### config.mk
export PLATFORM = sky130hd
export DESIGN_NAME = alu_arbiter
export DESIGN_NICKNAME = d
export VERILOG_FILES = /design/src/rtl/alu_arbiter.sv
export SDC_FILE = /design/constraint.sdc
export NUM_CORES = 1
export LEC_CHECK = 0
export BUFFER_PORTS_ARGS = -buffer_cell sky130_fd_sc_hd__buf_2
export CORE_ASPECT_RATIO = 0.6
export CORE_UTILIZATION = 48
export CTS_BUF_LIST = sky130_fd_sc_hd__clkbuf_2 sky130_fd_sc_hd__clkbuf_4 sky130_fd_sc_hd__clkbuf_8
export CTS_CLUSTER_SIZE = 40
export DETAILED_ROUTE_END_ITERATION = 7
export PLACE_DENSITY = 0.87
export SLEW_MARGIN = 20
export SYNTH_ARGS = -nofsm -noshare
export SYNTH_HDL_FRONTEND = slang
export SYNTH_SLANG_ARGS = --single-unit
export TNS_END_PERCENT = 30
### constraint.sdc
create_clock -name i_clk -period 2.9 [get_ports i_clk]
set_input_delay 0.435 -clock i_clk [delete_from_list [all_inputs] [get_ports i_clk]]
set_output_delay 0.435 -clock i_clk [all_outputs]
set_load 0.01 [all_outputs]
### src/rtl/alu_arbiter.sv
// -----------------------------------------------------------------------------
// alu_arbiter
//   Shares one combinational RV32I ALU between two requesters:
//     req0 - integer-execute path
//     req1 - address / branch-compare path
//   Flow per operation: IDLE (accept) -> EXEC (ALU evaluates the registered
//   operands) -> RESP (registered result held until the owner consumes it).
//   Minimum three cycles per operation; no new request is taken while busy.
//
//   Optional build macro: ALU_ARB_FIXED_PRIO_EN
//     undefined (default): round-robin, requester not served last wins ties
//     defined            : req0 always wins ties, req1 served only when req0
//                          is idle
// -----------------------------------------------------------------------------
module alu_arbiter #(
  parameter int WIDTH = 32,
  parameter int OPC_W = 3
) (
  input  logic             i_clk,
  input  logic             i_rst_n,
  // requester 0
  input  logic             i_req0_vld,
  output logic             o_req0_rdy,
  input  logic [WIDTH-1:0] i_req0_a,
  input  logic [WIDTH-1:0] i_req0_b,
  input  logic [OPC_W-1:0] i_req0_opc,
  // requester 1
  input  logic             i_req1_vld,
  output logic             o_req1_rdy,
  input  logic [WIDTH-1:0] i_req1_a,
  input  logic [WIDTH-1:0] i_req1_b,
  input  logic [OPC_W-1:0] i_req1_opc,
  // responses
  output logic             o_rsp0_vld,
  input  logic             i_rsp0_rdy,
  output logic             o_rsp1_vld,
  input  logic             i_rsp1_rdy,
  output logic [WIDTH-1:0] o_rsp_rslt,
  output logic             o_rsp_zr,
  // external ALU
  output logic [WIDTH-1:0] o_alu_a,
  output logic [WIDTH-1:0] o_alu_b,
  output logic [OPC_W-1:0] o_alu_opc,
  input  logic [WIDTH-1:0] i_alu_rslt,
  input  logic             i_alu_zr,
  // status
  output logic             o_busy
);

  typedef enum logic [1:0] {
    ST_IDLE = 2'd0,
    ST_EXEC = 2'd1,
    ST_RESP = 2'd2
  } state_t;

  state_t           r_state;
  logic             r_last;      // requester that completed most recently
  logic             r_gnt;       // requester owning the in-flight operation
  logic [WIDTH-1:0] r_op_a;
  logic [WIDTH-1:0] r_op_b;
  logic [OPC_W-1:0] r_op_opc;
  logic [WIDTH-1:0] r_rsp_rslt;
  logic             r_rsp_zr;
  logic             r_rsp0_vld;
  logic             r_rsp1_vld;
  logic             r_busy;

  logic             w_pick1;     // 1: req1 would be granted, 0: req0
  logic             w_idle;
  logic             w_accept;
  logic             w_rsp_done;

  // Arbitration decision among the currently valid requesters.
  always_comb begin
    // NOTE: every signal written in always_comb gets a default first, so no
    // path can leave it unassigned and infer a latch.
    w_pick1 = 1'b0;
`ifdef ALU_ARB_FIXED_PRIO_EN
    w_pick1 = i_req1_vld && !i_req0_vld;
`else
    if (i_req0_vld && i_req1_vld) begin
      w_pick1 = !r_last;
    end else begin
      w_pick1 = i_req1_vld;
    end
`endif
  end

  // NOTE: the ready strobes are combinational, so they are qualified with the
  // reset input to make them drop the instant reset asserts, like the
  // registered outputs do.
  assign w_idle     = (r_state == ST_IDLE) && i_rst_n;
  assign o_req0_rdy = w_idle && i_req0_vld && !w_pick1;
  assign o_req1_rdy = w_idle && i_req1_vld &&  w_pick1;
  assign w_accept   = o_req0_rdy || o_req1_rdy;

  // Only the owner's ready completes a response; the other one is ignored.
  assign w_rsp_done = (r_rsp0_vld && i_rsp0_rdy) || (r_rsp1_vld && i_rsp1_rdy);

  // Operation sequencer: accept, execute for one cycle, hold the response.
  always_ff @(posedge i_clk or negedge i_rst_n) begin
    // NOTE: operand and result registers are reset too, because the ALU and
    // response buses are visible outputs that must read zero during reset.
    if (!i_rst_n) begin
      r_state    <= ST_IDLE;
      r_last     <= 1'b1;
      r_gnt      <= 1'b0;
      r_op_a     <= '0;
      r_op_b     <= '0;
      r_op_opc   <= '0;
      r_rsp_rslt <= '0;
      r_rsp_zr   <= 1'b0;
      r_rsp0_vld <= 1'b0;
      r_rsp1_vld <= 1'b0;
      r_busy     <= 1'b0;
    end else begin
      // NOTE: state is updated with non-blocking assignments so every
      // register samples values from before this edge.
      unique case (r_state)
        ST_IDLE: begin
          if (w_accept) begin
            r_gnt    <= w_pick1;
            r_op_a   <= w_pick1 ? i_req1_a   : i_req0_a;
            r_op_b   <= w_pick1 ? i_req1_b   : i_req0_b;
            r_op_opc <= w_pick1 ? i_req1_opc : i_req0_opc;
            r_busy   <= 1'b1;
            r_state  <= ST_EXEC;
          end
        end
        ST_EXEC: begin
          r_rsp_rslt <= i_alu_rslt;
          r_rsp_zr   <= i_alu_zr;
          r_rsp0_vld <= !r_gnt;
          r_rsp1_vld <=  r_gnt;
          r_state    <= ST_RESP;
        end
        ST_RESP: begin
          if (w_rsp_done) begin
            r_rsp0_vld <= 1'b0;
            r_rsp1_vld <= 1'b0;
            r_last     <= r_gnt;
            r_busy     <= 1'b0;
            r_state    <= ST_IDLE;
          end
        end
        default: begin
          r_state <= ST_IDLE;
        end
      endcase
    end
  end

  // The ALU sees the operand registers directly, so its inputs hold the last
  // operands outside EXEC instead of returning to zero.
  assign o_alu_a    = r_op_a;
  assign o_alu_b    = r_op_b;
  assign o_alu_opc  = r_op_opc;

  assign o_rsp_rslt = r_rsp_rslt;
  assign o_rsp_zr   = r_rsp_zr;
  assign o_rsp0_vld = r_rsp0_vld;
  assign o_rsp1_vld = r_rsp1_vld;
  assign o_busy     = r_busy;

endmodule

==> results of run 1 <==
-- worst min path at each step --
stage | to | slack, ns | depth (start not counted)
after floorplan | o_alu_a[0]$_DFFE_PN0P_ | 0.14 | 0
after global placement | o_rsp_rslt[8]$_DFFE_PN0P_ | 0.45 | 2
after detailed placement | o_rsp_rslt[9]$_DFFE_PN0P_ | 0.46 | 2
after CTS | o_rsp_rslt[6]$_DFFE_PN0P_ | 0.24 | 3
after global routing | o_rsp_rslt[6]$_DFFE_PN0P_ | 0.24 | 3
final | o_alu_a[24]$_DFFE_PN0P_ | 0.24 | 2
-- synthesized netlist by cell type, types with 2 or more instances --
master / number
a2bb2oi_1: 57
a2bb2oi_2: 10
buf_1: 3
buf_2: 15
buf_4: 3
buf_8: 2
clkbuf_1: 23
dfrtp_1: 106
nand2_1: 102
nand2b_1: 2
nor2b_1: 3
o21ai_0: 2
o32ai_1: 67
-- layout make-up --
type / instances / area share, %
sequential: 107 / 42.56
multi-input combinational: 255 / 28.31
timing repair buffer: 287 / 23.46
tap: 130 / 2.584
clock buffer: 11 / 2.406
clock inverter: 5 / 0.5567
inverter: 2 / 0.1193
-- layer usage --
metal | wire length (µm) | global-route usage, % | vias up
met2 | 6774 | 45.99 | 176
li1 | - | - | 2055
met1 | 6013 | 35.98 | 2174
met4 | 250 | 7.558 | 0
met3 | 804 | 6.612 | 22
met5 | 0 | 0 | -
-- where the power goes --
group | leakage (nW) | internal [mW] | switching (mW) | total (mW)
registers | 1.21 | 2.22 | 0.443 | 2.67
clock network | 0.0961 | 0.364 | 0.511 | 0.875
logic | 1.77 | 1.29 | 1.46 | 2.75
total | 3.08 | 3.88 | 2.42 | 6.30
-- through the flow --
step                hold slack (ns)  total power, mW  area (µm²)  util [%]  setup WS [ns]
floorplan                    0.1394            4.252        4688         -          1.027
global placement             0.4524            5.342        6107     65.50         0.9069
detailed placement           0.4563            5.460        6107     65.50         0.8154
CTS                          0.2439            6.340        6294     67.50         0.7321
global route                 0.2374            6.685        6294     67.50         0.6507
finish                       0.2364            6.297        6294     67.50         0.7585
-- kinds of logic (layout without fill, tap and decap cells) --
family,count (synthesis),count (layout)
AOI/OAI and AO/OA,143,143
buffers and inverters,49,305
DFF,107,107
muxes,1,1
and+or+nand+nor,111,111
-- cells in the final DEF, fill, tap and decap left out, types with 2 or more instances in the layout --
cell       instances
nand2b_1           2
inv_6              2
nand2_1          102
a2bb2oi_1         57
a2bb2oi_2         10
clkinv_2           2
o21ai_0            2
o32ai_1           67
buf_2            276
clkbuf_8          11
dfrtp_1          106
buf_4             10
-- flip-flops by register name, summed over array words and instances (netlist names) --
| signal | count |
|---|---|
| o_alu_b | 32 |
| o_alu_opc | 3 |
| o_rsp_zr | 1 |
| o_rsp0_vld | 1 |
| r_last | 1 |
| o_rsp_rslt | 32 |
| o_alu_a | 32 |
| r_gnt | 1 |
| o_busy | 1 |
| r_state | 2 |
| o_rsp1_vld | 1 |
==> results.yml, run 1 <==
final_layout:
  area_delta_synth_final_pct: 34.24
  regArea_um2: 2679
  fill_cells: 727
  fin_cells: 797
  final_layout_size_suffix_gt1_share_pct: 48.28
  n_antenna_cell: 0
  multi_input_area_um2: 1782
  nets: 835
timing:
  fmax_mhz: 467.0
  finClkSkew_ns: 0.01130
  slew_viol_final: 0
  hold_viol_final: 0
  worst_pin_slew_ns: 0.8141
  finalCritPeriodShare_pct: 73.85
  finalSetupViolCount: 0
  max-slew-margin-rel_pct: 45.65
  layout_min_cycle_time_ns: 2.142
  fin_tns_setup_ns: 0
  rsz0062_at_grt: "false"
cts:
  clock_latency_ns: 0.36
  path_clk_slew_ns: 0.10
  cts_root_buffer: "clkbuf_8"
  htreeDepth: 3
  cts.sinks: 107
  postCtsSetupBuffers: 0
  cts_buffers: 9
  cts.repair.resized: 0
  ctsHoldBuffers: 0
  clk_path_buf_depth: 2
  tritoncts: "yes"
global_route:
  grt_pass1_vias: 4397
  grt_pass1_wl_um: 21650
  grt_max_degree: 71
  grt_use_total_pct: 27.56
  antenna_found_initial: 0
  gr-total-overflow: 0
route:
  vias_per_cell: 5.555
  drt-pass1-iter-count: 4
  detail-route-antenna-nets: 0
  num_vias: 4427
  drt_iter0_markers: 235
  route.detailed.drc: 0
  wl_per_cell_um: 17.37
  wl_um: 13840
logic_synthesis:
  synth_area_leaders: "dfrtp_1, o32ai_1, a2bb2oi_1"
  async_flop_share_pct: 100.0
  yosysWarnings: 0
  synthCells: 411
  syn_nets: 584
  post_synth_xor_area_fraction_pct: 0
  seq_area_frac_synth_pct: 57.14
  synth_top_area_cell: "dfrtp_1"
  synthAdderAreaFrac_pct: 0
  netlist.area_leader.share_pct: 56.58
  synth-edff-count: 0
  synth-simple-area-share_pct: 9.554
  synth_top_family_by_area: "compound AO/OA/AOI/OAI gates"
  synth_area_per_cell_um2: 11.41
  ys.flop_type: "dfrtp_1"
  synth_area_um2: 4688
  synthMuxAreaShare_pct: 0.2402
  synth_compound_area_share_pct: 27.86
  synth_cell_types: 29
  synth-seq-cells: 107
worst_setup_path:
  critPathMaxStageDelay_ns: 0.59
  cp-startpoint: "r_last$_DFFE_PN1P_"
  cp_slowest_cell: "dfstp_2"
  cp.depth: 3
  crit_end: "o_req1_rdy"
  r2r_cells: 4
  regToRegSetupSlack_ns: 0.86
  startpoint_type: "flip-flop"
  cp.required_ns: 2.47
  crit_path_max_fanout: 26
  cp-end-kind: "output pin"
  rr_endpoint: "o_alu_a[12]$_DFFE_PN0P_"
  crit_chain: "a21bo_2, nor4b_1, buf_2"
  cp_num_buf_inv: 1
  r2r-start: "r_last$_DFFE_PN1P_"
  arrival_ns: 1.71
  cp_top_family: "flip-flops"
  worstSetupPathType: "reg2out"
power:
  peakVddDrop_mv: 0.4749
  power.leakage_nw: 3.078
  power_density_nw_per_um2: 1001
placed_design:
  dp_cells: 781
  dp_hpwl_um: 10050
  port_buffers: 277
  gp_congestion: 0.8194
floorplanning:
  start_util_pct: 50.28
  coreArea_um2: 9324
  die_area_um2: 10180
  ios: 278
  die_y_um: 78.55
  std_cell_rows: 27
  fp.dieW_um: 129.6
run_status:
  status: "finished clean"
flow_run:
  maxCapViolations: 0
hold_path:
  hold_path_class: "in2async"
(Power assumes the default switching activity.)
==> run 2: changes to the inputs <==
- CORE_UTILIZATION: 48 -> 41
- PLACE_DENSITY: 0.87 -> 0.79
- clock period: 2.9 -> 1.7 ns (I/O delays scaled with it)
==> run 2 against run 1 <==
Net effect:
- the run now ends with negative setup slack left
- largest power group unchanged
- register-to-register slack got worse by 0.78 ns
- clock-buffer cell count stayed put
- power increased by 76%
- global-route usage is 3.4 points lower
- sequential share of layout area decreased by 1.5 points
- via count rose by 0.97%
- clock skew is 0.0044 ns lower
- first-iteration DRC count is 22% lower
- final cell count is 3.6% higher
- critical path depth increased by 1
- sequential power up 70%
- flip-flop and latch count is the same
==> results.yml, run 2 (synthesized netlist as in run 1, its figures left out) <==
placed_design:
  port_buffers: 277
  gp_congestion: 0.8276
  dp_hpwl_um: 10160
final_layout:
  final_common_cell: "buf_2"
  area_delta_synth_final_pct: 39.42
  n_antenna_cell: 0
  nets: 855
  fill_cells: 901
  final_layout_size_suffix_gt1_share_pct: 50.36
  layout_common_cells: "buf_2, dfrtp_1, nand2_1"
global_route:
  grt_pass1_wl_um: 22380
  grt_max_degree: 65
  grt_use_total_pct: 24.18
  gr-total-overflow: 0
  antenna_found_initial: 0
  grt_pass1_vias: 4374
timing:
  worst_pin_slew_ns: 0.8303
  layout_min_cycle_time_ns: 1.755
  holdWs_ns: 0.01450
  max-slew-margin-rel_pct: 44.65
  fmax_mhz: 569.7
  finalCritPeriodShare_pct: 103.2
  finClkSkew_ns: 0.006870
  finalSetupViolCount: 2
  slew_viol_final: 0
  rsz0062_at_grt: "true"
  fin_ws_ns: -0.05516
  hold_viol_final: 0
floorplanning:
  coreArea_um2: 10850
  fp.dieW_um: 140.1
  std_cell_rows: 29
  die_y_um: 84.83
  start_util_pct: 43.21
  ios: 278
  die_area_um2: 11880
worst_setup_path:
  cp.required_ns: 1.44
  worstSetupPathType: "reg2out"
  r2r-start: "r_state[1]$_DFFE_PN0P_"
  startpoint_type: "flip-flop"
  cp-startpoint: "r_last$_DFFE_PN1P_"
  crit_path_max_fanout: 4
  cp-end-kind: "output pin"
  arrival_ns: 1.50
power:
  power.leakage_nw: 3.200
  total_power_mw: 11.06
  power_density_nw_per_um2: 1692
  peakVddDrop_mv: 0.8008
route:
  route.detailed.drc: 0
  wl_per_cell_um: 17.65
  drt-pass1-iter-count: 4
  vias_per_cell: 5.412
  wl_um: 14580
  num_vias: 4470
  detail-route-antenna-nets: 0
  drt_iter0_markers: 184
cts:
  cts_root_buffer: "clkbuf_8"
  tritoncts: "yes"
  cts_buffers: 9
  clk_path_buf_depth: 2
  clock_latency_ns: 0.37
  cts.sinks: 107
  htreeDepth: 3
  ctsHoldBuffers: 0
  path_clk_slew_ns: 0.10
flow_run:
  maxCapViolations: 0
run_status:
  status: "finished with violations"
  violations: "negative setup slack"
hold_path:
  hold_path_class: "in2async"
==> run 2: changes by cell type in the layout (fill, tap and decap cells not counted), moves of 2 or more <==
cell | before | now
dfrtp_2 | 0 | 2
clkinv_2 | 2 | 0
buf_6 | 0 | 4
buf_4 | 10 | 22
clkinv_4 | 0 | 2
dfrtp_1 | 106 | 104
==> run 2: worst max-delay path: stages (launching register included) <==
cell and delay [ns]:
dfstp_2 0.41, buf_6 0.12, a21bo_4 0.21, nor4b_4 0.21, buf_2 0.18
==> run 2: repair_timing <==
item,4_1_cts,5_1_grt
endpoints found under the setup margin,33,24
setup buffers,5,3
gates resized for setup,7,6
endpoints found under the hold margin,0,0
pin swaps,3,2
cloned,1,1
==> run 2: where the power goes <==
group	switching [mW]	internal, mW
Combinational	2.60	2.39
Sequential	0.743	3.80
Clock	0.891	0.635
Total	4.24	6.82
==> run 2: layer usage <==
layer | track usage, % | vias up | wire, µm
met2 | 40.05 | 182 | 7091
met1 | 31.72 | 2169 | 6355
met5 | 0 | - | 0
li1 | - | 2104 | -
met3 | 6.716 | 15 | 1005
met4 | 5.894 | 0 | 127
==> run 2: through the flow <==
step                      setup TNS, ns  setup slack (ns)  utilization, %  instances  cell area, µm²
after global routing            -0.2859           -0.1491           60.25        826            6536
after detailed placement         -4.873           -0.2065           57.20        800            6206
after global placement           -2.324          -0.09803           57.20        800            6206
after CTS                       -0.1502          -0.08547           59.70        822            6477
after floorplan                       0            0.1033               -        411            4688
final                           -0.1037          -0.05516           60.25        826            6536
==> run 2: worst paths after layout <==
kind / depth (start not counted) / slack (ns) / end
max: 4 / -0.06 / o_req1_rdy
min: 2 / 0.01 / r_state[0]$_DFFE_PN0P_
max reg2reg: 5 / 0.08 / r_gnt$_DFFE_PN0P_
min reg2reg: 2 / 0.48 / o_rsp_rslt[7]$_DFFE_PN0P_
max in group asynchronous: 2 / 1.02 / o_alu_b[5]$_DFFE_PN0P_
min in group i_clk: 3 / 0.07 / o_rsp_rslt[10]$_DFFE_PN0P_
==> run 2: cell type report <==
class | count | area [µm²] | share of cell area [%]
Clock inverter | 5 | 45.04 | 0.6891
Timing Repair Buffer | 305 | 1647 | 25.19
Clock buffer | 11 | 151.4 | 2.316
Inverter | 2 | 7.507 | 0.1149
Sequential cell | 107 | 2681 | 41.02
Tap cell | 139 | 173.9 | 2.661
Multi-Input combinational cell | 257 | 1831 | 28.01
==> run 3: changes to the inputs <==
- SETUP_SLACK_MARGIN: unset -> 0.1
- SKIP_LAST_GASP: unset -> 1
==> run 3 against run 2 <==
Net effect:
- first-iteration DRC count grew 8.7%
- clock-buffer cell count is the same
- largest power group unchanged
- register-to-register slack lost 0.06 ns
- die area is the same
- largest cell class unchanged
- the run still ends with negative setup slack left
- worst setup slack gained 0.0056 ns
- final cell count grew 1.5%
- critical path type unchanged
- fmax grew 0.32%
- non-clock buffer count grew 12
==> results.yml, run 3 (synthesized netlist as in run 1, its figures left out) <==
run_status:
  status: "finished with violations"
  violations: "negative setup slack"
power:
  power_density_nw_per_um2: 1684
  peakVddDrop_mv: 0.8009
  power.leakage_nw: 3.345
floorplanning:
  ios: 278
  coreArea_um2: 10850
  die_area_um2: 11880
  die_y_um: 84.83
  start_util_pct: 43.21
  std_cell_rows: 29
  fp.dieW_um: 140.1
timing:
  fmax_mhz: 571.6
  worst_pin_slew_ns: 0.8137
  holdWs_ns: 0.01936
  rsz0062_at_grt: "true"
  finalSetupViolCount: 2
  slew_viol_final: 0
  max-slew-margin-rel_pct: 45.75
  layout_min_cycle_time_ns: 1.750
  hold_viol_final: 0
  finClkSkew_ns: 0.007688
  finalCritPeriodShare_pct: 102.9
  fin_ws_ns: -0.04954
worst_setup_path:
  cp-startpoint: "r_state[1]$_DFFE_PN0P_"
  r2r-start: "r_last$_DFFE_PN1P_"
  worstSetupPathType: "reg2out"
  crit_path_max_fanout: 5
  regToRegSetupSlack_ns: 0.02
  rr_endpoint: "o_alu_opc[2]$_DFFE_PN0P_"
  arrival_ns: 1.49
  cp-end-kind: "output pin"
  r2r_cells: 6
  cp.required_ns: 1.44
  startpoint_type: "flip-flop"
cts:
  path_clk_slew_ns: 0.10
  clk_path_buf_depth: 2
  cts_buffers: 9
  clock_latency_ns: 0.37
  tritoncts: "yes"
  cts.sinks: 107
  ctsHoldBuffers: 0
  cts_root_buffer: "clkbuf_8"
  htreeDepth: 3
global_route:
  grt_max_degree: 65
  antenna_found_initial: 0
  gr-total-overflow: 0
  grt_pass1_vias: 4368
  grt_pass1_wl_um: 22380
  grt_use_total_pct: 24.19
route:
  drt_iter0_markers: 200
  detail-route-antenna-nets: 0
  wl_per_cell_um: 18.95
  vias_per_cell: 5.493
  route.detailed.drc: 0
  drt-pass1-iter-count: 4
  wl_um: 15880
  num_vias: 4603
final_layout:
  fill_cells: 859
  area_delta_synth_final_pct: 47.56
  nets: 867
  final_common_cell: "buf_2"
  n_antenna_cell: 0
  final_layout_size_suffix_gt1_share_pct: 53.51
  layout_common_cells: "buf_2, dfrtp_1, nand2_1"
hold_path:
  hold_path_class: "in2async"
flow_run:
  maxCapViolations: 0
placed_design:
  port_buffers: 277
  gp_congestion: 0.8276
  place_ws_ns: -0.2065
  dp_hpwl_um: 10160
## run 3: changes by cell type in the layout (fill, tap and decap cells not counted)
cell,previous run,this run
a2bb2oi_1,57,41
a2bb2oi_2,10,26
clkbuf_16,0,7
buf_12,2,7
o21a_2,1,0
o21a_4,0,1
## run 3: cell type report
cell class | instances | area, µm² | share of cell area [%]
Sequential cell | 107 | 2681 | 38.76
Multi-Input combinational cell | 257 | 1937 | 28.00
Timing Repair Buffer | 317 | 1922 | 27.78
Tap cell | 139 | 173.9 | 2.514
Clock buffer | 11 | 151.4 | 2.188
Clock inverter | 5 | 45.04 | 0.6511
Inverter | 2 | 7.507 | 0.1085
## run 3: critical path: stages (launching register included)
cell	delay (ns)
dfrtp_2	0.47
nor3b_4	0.23
buf_6	0.13
nor3b_2	0.14
buf_2	0.15
## run 3: worst max-delay path by stage
| stage | endpoint | depth (start not counted) |
|---|---|---|
| after floorplan | o_req1_rdy | 4 |
| after global placement | o_alu_b[10]$_DFFE_PN0P_ | 5 |
| after detailed placement | o_alu_b[27]$_DFFE_PN0P_ | 5 |
| after CTS | o_req0_rdy | 3 |
| after global routing | o_req0_rdy | 4 |
| final | o_req0_rdy | 4 |
## run 3: repair_timing
action | 4_1_cts | 5_1_grt
gates resized for setup | 7 | 31
setup endpoints to repair | 44 | 70
pin swaps | 3 | 4
cloned | 1 | 9
setup buffers | 5 | 7
endpoints found under the hold margin | 0 | 0
## run 3: per-layer routing
metal / vias up / GRT usage [%] / part of all wire [%]
met4: 0 / 5.894 / 0.96
met5: - / 0 / 0
met3: 17 / 6.716 / 7.5
met1: 2245 / 31.76 / 45
li1: 2123 / - / -
met2: 218 / 40.05 / 47
## run 3: metrics by stage
| step | std cells | utilization [%] | total power [mW] | setup TNS, ns | area [µm²] |
|---|---|---|---|---|---|
| final | 838 | 63.76 | 11.65 | -0.09894 | 6918 |
| after CTS | 822 | 59.69 | 11.06 | -0.1540 | 6476 |
| after global routing | 838 | 63.76 | 12.34 | -0.7525 | 6918 |
| after detailed placement | 800 | 57.20 | 9.390 | -4.873 | 6206 |
| after global placement | 800 | 57.20 | 9.197 | -2.324 | 6206 |
| after floorplan | 411 | - | 7.253 | 0 | 4688 |
## run 3: power breakdown
part / leakage [nW] / switching [mW] / internal, mW
combinational: 2.04 / 2.78 / 2.76
clock: 0.0981 / 0.899 / 0.635
sequential: 1.21 / 0.782 / 3.80
total: 3.34 / 4.46 / 7.19
